`config.mk`:
```
export PLATFORM = sky130hd
export DESIGN_NAME = quantum_rr_arbiter_flat
export DESIGN_NICKNAME = d
export VERILOG_FILES = /design/src/rtl/quantum_rr_arbiter_pkg.sv /design/src/rtl/quantum_rr_arbiter_if.sv /design/src/rtl/quantum_rr_arbiter_rr_pick.sv /design/src/rtl/quantum_rr_arbiter.sv /design/src/flat_wrapper.sv
export SDC_FILE = /design/constraint.sdc
export NUM_CORES = 1
export LEC_CHECK = 0
export ABC_CLOCK_PERIOD_IN_PS = 1800
export BUFFER_PORTS_ARGS = -buffer_cell sky130_fd_sc_hd__clkbuf_2
export CELL_PAD_IN_SITES_DETAIL_PLACEMENT = 0
export CELL_PAD_IN_SITES_GLOBAL_PLACEMENT = 1
export CORE_UTILIZATION = 29
export DETAILED_ROUTE_END_ITERATION = 8
export GPL_TIMING_DRIVEN = 0
export MAX_ROUTING_LAYER = met4
export PLACE_DENSITY = 0.78
export SLEW_MARGIN = 20
export SYNTH_ARGS = -nofsm -noshare
export SYNTH_HDL_FRONTEND = slang
export SYNTH_SLANG_ARGS = --single-unit
export TNS_END_PERCENT = 20
```
`constraint.sdc`:
```
create_clock -name clk -period 1.8 [get_ports clk]
set_input_delay 0.09 -clock clk [delete_from_list [all_inputs] [get_ports clk]]
set_output_delay 0.09 -clock clk [all_outputs]
set_load 0.005 [all_outputs]
```
`src/rtl/quantum_rr_arbiter_pkg.sv`:
```
// qrr_pkg: shared state encoding and counter width for quantum_rr_arbiter
package qrr_pkg;
  typedef enum logic {QRR_IDLE, QRR_SERVE} qrr_state_t;
  localparam int CNT_WIDTH = 16;
endpackage

```
`src/rtl/quantum_rr_arbiter_if.sv`:
```
// quantum_rr_arbiter_if: request/quantum inputs and grant/status outputs of the arbiter
interface quantum_rr_arbiter_if #(parameter int NUM_REQS = 2, parameter int QWID = 3);
  import qrr_pkg::*;
  logic [NUM_REQS-1:0] reqs;
  logic [NUM_REQS*QWID-1:0] quantums;
  logic [NUM_REQS-1:0] gnt;
  logic [$clog2(NUM_REQS)-1:0] owner;
  logic busy;
  logic [CNT_WIDTH-1:0] gnt_cnt;
  modport master(output reqs, quantums, input gnt, owner, busy, gnt_cnt);
  modport slave(input reqs, quantums, output gnt, owner, busy, gnt_cnt);
endinterface

```
`src/rtl/quantum_rr_arbiter_rr_pick.sv`:
```
// rr_pick: rotating priority encoder, first set request after start, wrapping back to start
module rr_pick #(parameter int N = 2, localparam int IW = $clog2(N)) (
  input  logic [N-1:0]  reqs,
  input  logic [IW-1:0] start,
  output logic [IW-1:0] pick,
  output logic          valid
);
  logic [IW-1:0] idx;
  always_comb begin
    pick = '0;
    idx = '0;
    valid = |reqs;
    for (int k = N; k >= 1; k--) begin
      idx = IW'((int'(start) + k) % N);
      if (reqs[idx]) pick = idx;
    end
  end
endmodule

```
`src/rtl/quantum_rr_arbiter.sv`:
```
// quantum_rr_arbiter: round-robin arbiter granting each owner up to its quantum of consecutive pops
// Optional grant counter enabled by defining QRR_GNT_CNT_EN.
module quantum_rr_arbiter import qrr_pkg::*; #(
  parameter int NUM_REQS = 2,
  parameter int QWID = 3
) (
  input logic clk,
  input logic rst,
  quantum_rr_arbiter_if.slave bus
);
  localparam int IW = $clog2(NUM_REQS);
  qrr_state_t state, state_nx;
  logic [IW-1:0] owner, pick;
  logic [QWID-1:0] credit, q_sel, eff_q;
  logic [NUM_REQS-1:0] gnt;
  logic valid, grant_own;
  rr_pick #(.N(NUM_REQS)) u_pick (.reqs(bus.reqs), .start(owner), .pick(pick), .valid(valid));
  assign q_sel = bus.quantums[int'(pick)*QWID +: QWID];
  assign eff_q = q_sel == '0 ? QWID'(1) : q_sel;
  assign grant_own = state == QRR_SERVE && bus.reqs[owner];
  always_comb begin
    gnt = '0;
    if (rst && grant_own) gnt[owner] = 1'b1;
    else if (rst && valid) gnt[pick] = 1'b1;
    state_nx = grant_own ? (credit == QWID'(1) ? QRR_IDLE : QRR_SERVE)
             : (valid && eff_q != QWID'(1)) ? QRR_SERVE : QRR_IDLE;
  end
  // a dropped owner falls through to a fresh load, discarding its leftover credit
  always_ff @(posedge clk) begin
    if (!rst) begin
      state <= QRR_IDLE;
      owner <= IW'(NUM_REQS - 1);
      credit <= '0;
    end else begin
      state <= state_nx;
      if (grant_own) credit <= credit - 1'b1;
      else if (valid) begin
        owner <= pick;
        credit <= eff_q - 1'b1;
      end
    end
  end
  assign bus.gnt = gnt;
  assign bus.owner = owner;
  assign bus.busy = state == QRR_SERVE;
`ifdef QRR_GNT_CNT_EN
  logic [CNT_WIDTH-1:0] cnt;
  always_ff @(posedge clk) begin
    if (!rst) cnt <= '0;
    else if (|gnt && cnt != '1) cnt <= cnt + 1'b1;
  end
  assign bus.gnt_cnt = cnt;
`else
  assign bus.gnt_cnt = '0;
`endif
endmodule
```
`src/flat_wrapper.sv`:
```
// flat-port wrapper written by rule: the top's interface ports become plain ports
module quantum_rr_arbiter_flat import qrr_pkg::*;
#(
  parameter int NUM_REQS = 2,
  parameter int QWID = 3
)
  (clk, rst, bus_reqs, bus_quantums, bus_gnt, bus_owner, bus_busy, bus_gnt_cnt);
  quantum_rr_arbiter_if #(.NUM_REQS(NUM_REQS), .QWID(QWID)) bus_i ();
  input logic clk;
  input logic rst;
  input wire logic [$bits(bus_i.reqs)-1:0] bus_reqs;
  input wire logic [$bits(bus_i.quantums)-1:0] bus_quantums;
  output wire logic [$bits(bus_i.gnt)-1:0] bus_gnt;
  output wire logic [$bits(bus_i.owner)-1:0] bus_owner;
  output wire logic [$bits(bus_i.busy)-1:0] bus_busy;
  output wire logic [$bits(bus_i.gnt_cnt)-1:0] bus_gnt_cnt;
  assign bus_i.reqs = bus_reqs;
  assign bus_i.quantums = bus_quantums;
  assign bus_gnt = bus_i.gnt;
  assign bus_owner = bus_i.owner;
  assign bus_busy = bus_i.busy;
  assign bus_gnt_cnt = bus_i.gnt_cnt;
  quantum_rr_arbiter #(.NUM_REQS(NUM_REQS), .QWID(QWID)) u_core (.clk(clk), .rst(rst), .bus(bus_i));
endmodule
```
==> Implementation_results.wiki <==
{| class="wikitable"
! Metric !! Value
|-
| Post-CTS setup-driven buffer insertion count || 0
|-
| Post-route core utilization || 0.411
|-
| Clock sink total || 5
|-
| Number of hold violations in the final report || 0
|-
| Core area || 0.00176 sq mm
|-
| Hold Worst Slack || 0.0686 ns
|-
| Overall power after layout || 0.440 mW
|-
| Setup Total Neg Slack || 0 ns
|-
| Die area || 0.00208 sq mm
|-
| Clock-pin slew on the worst setup and hold paths || 0.05 ns
|-
| Number of remaining DRC errors || 0
|-
| Element type at the critical path start || register
|-
| Number of warnings reported in the yosys synthesis log || 0
|-
| Area growth from synthesis to layout || 31.5%
|-
| CTS Buf Count || 3
|-
| Endpoint class of the critical path || register
|-
| Clock tree root buffer cell || clkbuf_4
|-
| Most frequent cells in the layout || buf_4 (16), conb_1 (16), clkbuf_2 (12)
|-
| Post-synth cell types || 28
|-
| Yosys top cell by area || buf_4
|-
| Die Width || 45.6 um
|-
| Layout cells sized above 1 || 0.361
|-
| Antenna-violating nets left || 0
|-
| Fmax achieved || 0.658 GHz
|-
| Area of the mapped netlist || 552 sq um
|-
| RSZ-0062 raised after global routing || no
|-
| Post-DP HPWL || 799 um
|-
| PwrDens || 606 mW/mm^2
|-
| Via count of the first global-routing pass || 391
|-
| Pin count of the biggest net entering global routing || 10
|-
| Place WS || 0.255 ns
|-
| Synth Instances || 66
|-
| Iteration-0 DRC Markers || 4
|-
| Hold buffer count at CTS || 0
|-
| First-pass GRT wire length || 1570 um
|-
| Ratio of final minimum period to clock period || 0.844
|-
| Clk Latency, worst-skew pair || 0.26 ns
|-
| Final weighted congestion in routability-driven placement || 0.721
|-
| Initial core utilization || 0.313
|-
| Worst Path Class, Setup || register to register
|-
| Post-synthesis sequential element count || 5
|-
| Worst voltage drop across the vdd grid || 0.274 mV
|-
| Overflow left after global routing || 0
|-
| Largest family of logic cells by synthesized area || buffers and inverters
|-
| Data arrival, critical path || 1.66 ns
|-
| TritonCTS clock tree || done
|-
| First-pass detailed-route iteration total || 4
|-
| Fraction of the mapped netlist area in adder cells || 0.0907
|-
| Vias per inst || 3.86
|-
| Final antenna diode count || 0
|-
| Post-detailed-route wirelength per cell || 8.08 um
|-
| Maximum capacitance violations || 0
|-
| Number of placement rows || 15
|-
| Vias after detailed routing || 471
|-
| Wire length reported by the detailed router || 986 um
|-
| Number of antenna violations at the first check in global routing || 0
|-
| Total length of routed met2 wires || 448 um
|-
| Met3 wire length || 81 um
|-
| Port-buffer cells || 12
|-
| Simple-Gate Fraction of Synth Area || 0.0612
|-
| Worst hold path type || input pin to register
|-
| Fin nets || 112
|-
| Worst endpoint required time || 1.94 ns
|-
| Top Layer Used || met4
|-
| Proportion of synthesized area in mux cells || 0.0816
|-
| Worst-case setup margin in the final layout || 0.280 ns
|-
| Count of pins over their slew limit || 0
|-
| Total routed wire length on the met1 layer || 425 um
|-
| Xor/xnor share of the synthesized area || 0.0476
|-
| Sequential area share after synthesis || 0.181
|-
| Reported leakage power || 0.400 nW
|-
| Die height || 45.6 um
|-
| Status || finished clean
|-
| Post-route clock skew || 0.00516 ns
|-
| Final min period || 1.52 ns
|-
| Post-synthesis average cell area || 8.36 sq um
|-
| Share of the synthesized area in the top cell type || 0.218
|-
| Total Routing Usage GR || 0.118
|-
| Area fraction in compound gates after synthesis || 0.263
|-
| Setup Viol. Count Final || 0
|-
| Max Root-Sink Buffers || 2
|-
| Largest fanout on the critical path || 6
|-
| Cells taking the most area after synthesis || buf_4 (22%), dfxtp_1 (18%), ha_1 (9.1%)
|-
| Boundary Pins || 30
|-
| Number of H-tree levels || 1
|-
| Post-CTS resize count || 0
|-
| Reg-to-reg setup timing slack || 0.28 ns
|}
## metrics by stage
step / cells / area, sq um
after floorplan: 81 / 608
after global placement: 118 / 699
after detailed placement: 118 / 699
after CTS: 122 / 726
after global routing: 122 / 726
final: 122 / 726
## cell families (layout without fill, tap and decap cells)
group	Yosys count	after routing
flops	5	5
buf+inv	23	39
fa+ha+maj	4	4
simple gates	8	8
mux	4	4
compound gates	18	18
other cells	1	16
xor+xnor	3	3
## layer usage
layer,GRT usage,vias to the layer above
met4,0.0909,0
li1,-,252
met3,0.0476,5
met1,0.121,195
met2,0.177,19
met5,-,-
## cells in the mapped netlist (all sizes together)
cell type	number
o21ai	2
o311ai	1
a211oi	1
nand2b	1
a2bb2oi	1
nand2	5
dfxtp	5
xnor2	2
o32ai	1
nor2	1
mux2i	3
nand3	1
o21a	1
a21boi	2
inv	6
xor2	1
o211a	1
o21bai	2
mux2	1
conb	1
a31oi	1
ha	4
a21oi	5
buf	17
## critical path, stage by stage (launching register included)
cell	delay (ns)
dfxtp_1	0.39
a21boi_4	0.22
mux2i_1	0.32
inv_1	0.08
ha_1	0.29
nand2_1	0.06
a21oi_1	0.06
## state kept, by name (all words and copies together), names as in the netlist
register          cells
u_core.bus.busy       1
u_core.bus.owner      1
u_core.credit         3
## power breakdown
group          switching [mW]  internal (mW)  leakage, nW  total [mW]
Sequential             0.0166          0.125       0.0416       0.142
Combinational          0.0722         0.0839        0.343       0.156
Clock                  0.0573         0.0846       0.0150       0.142
Total                   0.146          0.294        0.400       0.440
## area by class of cell
type	count	area, sq um
multi-input cells	53	360
clock buffers	4	26.3
fillers	199	1040
flip-flops and latches	5	100
repair buffers	12	60.1
well taps	25	31.3
inverters	6	22.5
plain buffers	17	125
## path summary, 6_finish.rpt
kind                                      start  depth (start not counted)                       endpoint
hold / removal                              rst                          2  u_core.bus.owner$_SDFFE_PN1P_
setup / recovery  u_core.bus.owner$_SDFFE_PN1P_                          6  u_core.credit[1]$_SDFFE_PN0P_
setup reg to reg  u_core.bus.owner$_SDFFE_PN1P_                          6  u_core.credit[1]$_SDFFE_PN0P_
hold reg to reg   u_core.credit[0]$_SDFFE_PN0P_                          2  u_core.credit[0]$_SDFFE_PN0P_
Power figures use the tool's default switching activity.
